File: src/rtl/mem_arb_pkg.sv
// Shared types for the unified-memory port arbiter.
// State/owner encodings and default bus widths.
package mem_arb_pkg;

  localparam int DEF_ADDR_W = 32;
  localparam int DEF_DATA_W = 32;

  typedef enum logic [1:0] {
    IDLE   = 2'd0,
    WAIT_I = 2'd1,
    WAIT_D = 2'd2
  } state_t;

  typedef enum logic {
    OWN_I = 1'b0,
    OWN_D = 1'b1
  } owner_t;

endpackage

File: src/rtl/mem_arb_watchdog.sv
// Saturating wait-cycle counter for the memory arbiter.
// Flags expiry on the last cycle before a timeout completes.
module mem_arb_watchdog #(
  parameter int TIMEOUT = 64
) (
  input  logic clk,
  input  logic rst,
  input  logic clear,
  input  logic run,
  output logic expire
);

  localparam int W = (TIMEOUT < 1) ? 1 : $clog2(TIMEOUT + 1);
  localparam logic [W-1:0] LAST =
    (TIMEOUT == 0) ? '0 : W'(TIMEOUT - 1);
  localparam logic [W-1:0] TOP = '1;

  logic [W-1:0] cnt;

  always_ff @(posedge clk or posedge rst) begin
    if (rst) begin
      cnt <= '0;
    end else if (clear) begin
      cnt <= '0;
    end else if (run && cnt != TOP) begin
      cnt <= cnt + 1'b1;
    end
  end

  assign expire = (TIMEOUT != 0) && run && (cnt == LAST);

endmodule

File: src/rtl/mem_port_arbiter.sv
// Shares one single-ported memory between fetch and load/store.
// D-side priority with a streak limit guarding I-side starvation.
module mem_port_arbiter
  import mem_arb_pkg::*;
#(
  parameter int ADDR_W       = DEF_ADDR_W,
  parameter int DATA_W       = DEF_DATA_W,
  parameter int MAX_D_STREAK = 4,
  parameter int TIMEOUT      = 64
) (
  input  logic              clk,
  input  logic              rst,
  input  logic              i_req,
  input  logic [ADDR_W-1:0] i_addr,
  output logic              i_gnt,
  output logic              i_rvalid,
  output logic [DATA_W-1:0] i_rdata,
  output logic              i_err,
  input  logic              d_req,
  input  logic              d_we,
  input  logic [ADDR_W-1:0] d_addr,
  input  logic [DATA_W-1:0] d_wdata,
  output logic              d_gnt,
  output logic              d_rvalid,
  output logic [DATA_W-1:0] d_rdata,
  output logic              d_err,
  output logic              m_req,
  output logic              m_we,
  output logic [ADDR_W-1:0] m_addr,
  output logic [DATA_W-1:0] m_wdata,
  input  logic              m_gnt,
  input  logic              m_rvalid,
  input  logic [DATA_W-1:0] m_rdata,
  output logic              err_sticky
);

  localparam logic [3:0] MAX_S = 4'(MAX_D_STREAK);

  state_t     state;
  owner_t     lock_own;
  owner_t     win_own;
  logic       lock;
  logic       win_vld;
  logic       is_store;
  logic       gnt;
  logic       expire;
  logic [3:0] streak;

  // Reset also masks the request path so m_req/gnt read 0 under rst.
  always_comb begin
    win_vld = 1'b0;
    win_own = OWN_I;
    if (!rst && state == IDLE) begin
      if (lock) begin
        win_vld = 1'b1;
        win_own = lock_own;
      end else if (d_req && !(i_req && streak == MAX_S)) begin
        win_vld = 1'b1;
        win_own = OWN_D;
      end else if (i_req) begin
        win_vld = 1'b1;
        win_own = OWN_I;
      end
    end
  end

  assign m_req   = win_vld;
  assign m_we    = win_vld && win_own == OWN_D && d_we;
  assign m_addr  = !win_vld ? '0 :
                   (win_own == OWN_D) ? d_addr : i_addr;
  assign m_wdata = (win_vld && win_own == OWN_D) ? d_wdata : '0;
  assign i_gnt   = win_vld && win_own == OWN_I && m_gnt;
  assign d_gnt   = win_vld && win_own == OWN_D && m_gnt;
  assign gnt     = i_gnt || d_gnt;

  mem_arb_watchdog #(
    .TIMEOUT(TIMEOUT)
  ) u_wdog (
    .clk   (clk),
    .rst   (rst),
    .clear (gnt),
    .run   (state != IDLE),
    .expire(expire)
  );

  always_ff @(posedge clk or posedge rst) begin
    if (rst) begin
      state      <= IDLE;
      lock       <= 1'b0;
      lock_own   <= OWN_I;
      is_store   <= 1'b0;
      streak     <= '0;
      i_rvalid   <= 1'b0;
      i_rdata    <= '0;
      i_err      <= 1'b0;
      d_rvalid   <= 1'b0;
      d_rdata    <= '0;
      d_err      <= 1'b0;
      err_sticky <= 1'b0;
    end else begin
      i_rvalid <= 1'b0;
      i_rdata  <= '0;
      i_err    <= 1'b0;
      d_rvalid <= 1'b0;
      d_rdata  <= '0;
      d_err    <= 1'b0;
      unique case (state)
        IDLE: begin
          if (gnt) begin
            state    <= d_gnt ? WAIT_D : WAIT_I;
            lock     <= 1'b0;
            is_store <= d_gnt && d_we;
            if (d_gnt && i_req)
              streak <= (streak == MAX_S) ? streak : streak + 4'd1;
            else
              streak <= '0;
          end else if (win_vld) begin
            lock     <= 1'b1;
            lock_own <= win_own;
          end
        end
        WAIT_I: begin
          if (m_rvalid) begin
            state    <= IDLE;
            i_rvalid <= 1'b1;
            i_rdata  <= m_rdata;
          end else if (expire) begin
            state      <= IDLE;
            i_rvalid   <= 1'b1;
            i_err      <= 1'b1;
            err_sticky <= 1'b1;
          end
        end
        WAIT_D: begin
          if (m_rvalid) begin
            state    <= IDLE;
            d_rvalid <= 1'b1;
            d_rdata  <= is_store ? '0 : m_rdata;
          end else if (expire) begin
            state      <= IDLE;
            d_rvalid   <= 1'b1;
            d_err      <= 1'b1;
            err_sticky <= 1'b1;
          end
        end
        default: state <= IDLE;
      endcase
    end
  end

endmodule
File: config.mk
export PLATFORM = sky130hd
export DESIGN_NAME = mem_port_arbiter
export DESIGN_NICKNAME = d
export VERILOG_FILES = /design/src/rtl/mem_arb_pkg.sv /design/src/rtl/mem_arb_watchdog.sv /design/src/rtl/mem_port_arbiter.sv
export SDC_FILE = /design/constraint.sdc
export NUM_CORES = 1
export LEC_CHECK = 0
export ABC_CLOCK_PERIOD_IN_PS = 3700
export CAP_MARGIN = 20
export CORE_MARGIN = 3
export CORE_UTILIZATION = 35
export DETAILED_ROUTE_END_ITERATION = 12
export PLACE_DENSITY_LB_ADDON = 0.3
export SLEW_MARGIN = 20
export SYNTH_ARGS = -nofsm -noshare
export SYNTH_HDL_FRONTEND = slang
export SYNTH_SLANG_ARGS = --single-unit
export TNS_END_PERCENT = 30
File: constraint.sdc
create_clock -name clk -period 3.7 [get_ports clk]
set_clock_uncertainty 0.1 [all_clocks]
set_input_delay 0.555 -clock clk [delete_from_list [all_inputs] [get_ports clk]]
set_output_delay 0.555 -clock clk [all_outputs]
set_load 0.005 [all_outputs]
**Word-level counts from Yosys, hierarchy flattened**

Cells that the tools add are included.

- Eq/ne operators: 8
- Add/sub/neg operators: 2
- Reduce and logical (&&, ||, !) cells: 26
- Mux-type cells: 33
- Bitwise operators: 3

Operators with widths:

| cell | count |
|---|---|
| 32-bit 2-to-1 mux | 8 |
| 1-bit 2-to-1 mux | 16 |
| 7-bit 2-to-1 mux | 2 |
| 1-bit logical AND | 12 |
| 3-bit AND reduction | 3 |
| 2-bit 2-to-1 mux | 4 |
| 4-bit 2-to-1 mux | 2 |
| 7-bit by 1-bit adder with 7-bit output (second input constant) | 1 |
| 7-bit by 6-bit equality test with 1-bit output (second input constant) | 1 |
| 7-bit != test (second input constant) | 1 |
| 2-bit AND reduction | 3 |
| 2-bit nonzero test | 3 |
| 4-bit by 1-bit adder with 4-bit output (second input constant) | 1 |
| 4-bit by 3-bit equality test with 1-bit output (second input constant) | 1 |
| 2-bit != test (second input constant) | 2 |
| 2-bit case mux with 2 select lines | 1 |
| 3-bit by 1-bit != test with 1-bit output (second input constant) | 1 |
| 1-bit NOT | 3 |
| 2-bit by 1-bit equality test with 1-bit output (second input constant) | 1 |
| 2-bit equality test (second input constant) | 1 |
| 1-bit logical NOT | 2 |
| 2-bit logical NOT | 1 |
| 2-bit OR reduction | 1 |
| 1-bit logical OR | 1 |

- Bits of input ports: 135
- Output and inout bits: 137
- Register bits after elaboration: 85
- Word-level logic and storage cells: 85

**Logic depth before layout (Yosys ltp)**

- Depth in word-level cells: 13
- Mapped depth: 9
- Gate-level depth less buffers: 6

**By module**

From an unflattened synthesis, not the netlist that was laid out.

- Cells, all modules: 397
- Area total of the unflattened synthesis: 4031.4 µm²

Modules (own cells, without submodules):

| module | seq. area each (µm²) | cells each | area each (µm²) | times used |
|---|---|---|---|---|
| mem_port_arbiter | 1951.9 | 361 | 3679.8 | 1 |
| mem_arb_watchdog | 175.2 | 36 | 351.6 | 1 |

**Worst setup path before layout**

OpenSTA, ideal clock, no wires.

- Path type: register to output
- Start point: register state[0]
- End point: output m_addr[10]
- Required time: 3.045 ns
- Data arrival time: 1.726 ns
- Slack: 1.319 ns
- Buffers on the path: 3
- Cell stages (with the launch flop): 9
- Cell sequence: dfrtp_1 inv_1 ha_1 nor2b_1 buf_6 a32o_1 buf_6 buf_2 a22o_1

- Word-level cells in the longest chain between the ends: 5
- Elaborated cells between the ends (all ways): 6
- Classes of those cells: mux (4); reduce/logical (2)

RTL lines:

| what | line | text |
|---|---|---|
| start, declared | mem_port_arbiter.sv:39 | `state_t state;` |
| start signal, assigned | mem_port_arbiter.sv:110 | `state <= d_gnt ? WAIT_D : WAIT_I;` |
| 2-bit logical NOT * | mem_port_arbiter.sv:53 | `if (!rst && state == IDLE) begin` |
| 1-bit logical AND * | mem_port_arbiter.sv:53 |  |
| 1-bit 2-to-1 mux | mem_port_arbiter.sv:53 |  |
| 32-bit 2-to-1 mux | mem_port_arbiter.sv:70 | `(win_own == OWN_D) ? d_addr : i_addr;` |
| 32-bit 2-to-1 mux * | mem_port_arbiter.sv:69 | `assign m_addr = !win_vld ? '0 :` |
| end, declared | mem_port_arbiter.sv:29 | `output logic [ADDR_W-1:0] m_addr,` |

Mark *: on every way between the ends. The rest lies on a longest branch, timed or not.

**Worst setup path in the final report**

- Start point: input i_req
- End point: output m_addr[0]

- Word-level cells in the longest chain between the ends: 8
- Elaborated cells between the ends (all ways): 12
- Classes of those cells: mux (9); reduce/logical (3)

RTL lines:

| what | line | text |
|---|---|---|
| start, declared | mem_port_arbiter.sv:13 | `input logic i_req,` |
| 1-bit logical AND | mem_port_arbiter.sv:57 | `end else if (d_req && !(i_req && streak == MAX_S)) begin` |
| 1-bit logical NOT | mem_port_arbiter.sv:57 |  |
| 1-bit logical AND | mem_port_arbiter.sv:57 |  |
| 1-bit 2-to-1 mux | mem_port_arbiter.sv:57 |  |
| 1-bit 2-to-1 mux | mem_port_arbiter.sv:54 | `if (lock) begin` |
| 1-bit 2-to-1 mux | mem_port_arbiter.sv:53 |  |
| 32-bit 2-to-1 mux | mem_port_arbiter.sv:70 |  |
| 32-bit 2-to-1 mux * | mem_port_arbiter.sv:69 |  |

Marks and branches as above.

==> run metrics <==
Total GRT Usage 0.205; mean area per synthesized cell 11.5 um^2; clock sink total 85; cell count after synthesis 327; row cnt 37; final setup TNS 0 ns; Crit path buffers/inverters 3; Vias approximately 3500; synthesized cell area roughly 3800 um^2; Hold WC Path Type flip-flop to flip-flop; Synth cell types 42; Post-CTS Setup Inserts 0; layout cells sized above 1 0.0517; Worst Setup Start Kind input pin; Die Area 12000 um^2; TritonRoute pass-1 iters 6; I/O Pins between 200 and 300; Max Root-Sink Buffers 2; total power 2.86 mW; Antenna Cells 0; Worst path slowest cell clkdlybuf4s50_1; sequential fraction of the synthesis area 0.566; dpl ws 0.332 ns; Max Clock Freq 296 MHz; CP Class input pin to output pin; H-tree depth 3; top cells by area, synth dfrtp_1 57%, and2_1 11%, a22o_1 7.9%; core area approximately 10000 um^2; DR vias/cell just under 5; area delta synth->final 81.1%; clock latency on the worst-skew pair 0.33 ns; WHS between 0.3 and 0.4 ns; number of flops mapped to enable cells by yosys 0; minimum clock period 3.38 ns; worst rel slew slack 0.334; Max Cap Viol 0; fin area 6800 um^2; status completed; DRT iter0 DRCs 150; total wire length 12.7 mm; final number of max-transition violations 0; Hold Buf Count CTS 0; Hold Fails Final Rpt 0; vias in the first global route 3573; top_reg_cell synth dfrtp_1; Lkg Pwr 3.09 nW; global-route wire length before repair 18.7 mm; Async S/R FF share, synth 1.00; total placed cells including tap cells 719; worst-path cell chain clkdlybuf4s50_1 -> nand4b_1 -> a21boi_0 -> o211a_1 -> buf_12 -> a22o_1 -> clkdlybuf4s50_1; routed len/inst about 17 um; largest net degree at the start of global routing 56; crit-path most repeated cell clkdlybuf4s50_1; dpl hpwl 10.2 mm; fin worst setup slack 0.324 ns; setup violators final 0; CP max stage delay 0.60 ns; Post-Route Utilization 0.656; Die Width 110 um; PortBufs 271; IR drop worst, VDD 0.267 mV; gr ovfl total 0; CTS tree done; drc violations 0; final non-filler cell total 736; FF+latch count, synth 85; Mapped Nets between 400 and 500; most frequent cells in the layout 271 x clkdlybuf4s50_1, 85 x dfrtp_1, 68 x and2_1; PD cells 420 nW/um^2; gpl congestion 0.766; layout net count around 740; TritonCTS Buffers 9; initial antenna violation count 0; placed cell areas 6620 um^2; Clock Pin Slew Worst Setup and Hold Paths 0.08 ns; Starting Density 0.362; most common library cell in the layout ignoring fill and taps clkdlybuf4s50_1; CP Capture Type output pin; root buffer cell clkbuf_8; CTS resizes 0; share of the synthesized area in the top cell type 0.566; Die Height 110 um; largest delay contributor family on the critical path buffers and inverters; RSZ-0062 raised after global routing no; Data arrival, critical path roughly 2.7 ns; Post-DRT Antenna Nets 0; Crit path required time 3.04 ns; post-synth top area cell dfrtp_1; Worst Max-Slew Pin Slew 0.999 ns; Max Fanout on Critical Path 32; fin crit share 0.912; Ys Warns 0
registers in the layout, summed over array words and instances, names as in the netlist:
| name | flops |
|---|---|
| lock | 1 |
| i_err | 1 |
| state | 2 |
| d_err | 1 |
| i_rvalid | 1 |
| i_rdata | 32 |
| d_rvalid | 1 |
| is_store | 1 |
| u_wdog.cnt | 7 |
| lock_own | 1 |
| err_sticky | 1 |
| d_rdata | 32 |
| streak | 4 |
cell type report:
| cell class | instances | area [um^2] |
|---|---|---|
| Clock buffer | 10 | 128 |
| Clock inverter | 5 | 37.5 |
| Fill cell | 825 | 3570 |
| Inverter | 11 | 42.5 |
| Multi-Input combinational cell | 208 | 1460 |
| Sequential cell | 85 | 2130 |
| Tap cell | 136 | 170 |
| Timing Repair Buffer | 281 | 2840 |
kinds of logic after synthesis:
kind of cell,synth area share
and+or+nand+nor,0.223
AOI/OAI and AO/OA,0.131
DFF,0.566
muxes,0.0110
adders and majority gates,0.0200
xor gates and xnor gates,0.00233
buffers and inverters,0.0466
routing by layer:
| layer | global-route usage | up-vias | share of wire |
|---|---|---|---|
| li1 | - | 1672 | - |
| met1 | 0.227 | 1678 | 0.36 |
| met2 | 0.374 | 174 | 0.52 |
| met3 | 0.0634 | 17 | 0.094 |
| met4 | 0.0632 | 0 | 0.024 |
| met5 | 0 | - | 0 |
where the power goes:
group          leakage (nW)  internal [mW]  switching (mW)  total (mW)
logic                  1.85          0.732           0.478        1.21
registers              1.17           1.03          0.0625        1.09
clock network        0.0787          0.243           0.318       0.561
total                  3.09           2.00           0.858        2.86
cells in the mapped netlist, types with 2 or more instances:
master    number
a21boi_0       3
a21oi_1        5
a22o_1        34
a41oi_1        2
and2_1        68
and3_1        36
and4b_1        2
buf_2          8
buf_6          5
clkbuf_1      10
dfrtp_1       85
ha_1           6
inv_1         11
mux2i_1        3
nand2_1        9
nand2b_1       2
nand3_1        4
nor2_1         5
nor2b_1        3
o21a_1         3
o21ai_0        2
worst reg2reg max path, stage by stage, from the launching register on:
cell	delay, ns
dfrtp_1	0.42
inv_1	0.09
ha_1	0.34
nor4bb_1	0.34
a32o_2	0.27
buf_12	0.21
nand3_1	0.12
o21ai_0	0.15
worst paths after layout:
check                      depth (start not counted)  slack, ns        from          to
max                                                7       0.32       i_req   m_addr[0]
min                                                1       0.38  err_sticky  err_sticky
max reg2reg                                        7       1.59    state[0]   streak[0]
min reg2reg                                        1       0.38  err_sticky  err_sticky
max in group asynchronous                          3       2.30         rst  i_rdata[4]
min in group asynchronous                          2       0.55         rst        lock
Power figures use the tool's default switching activity.
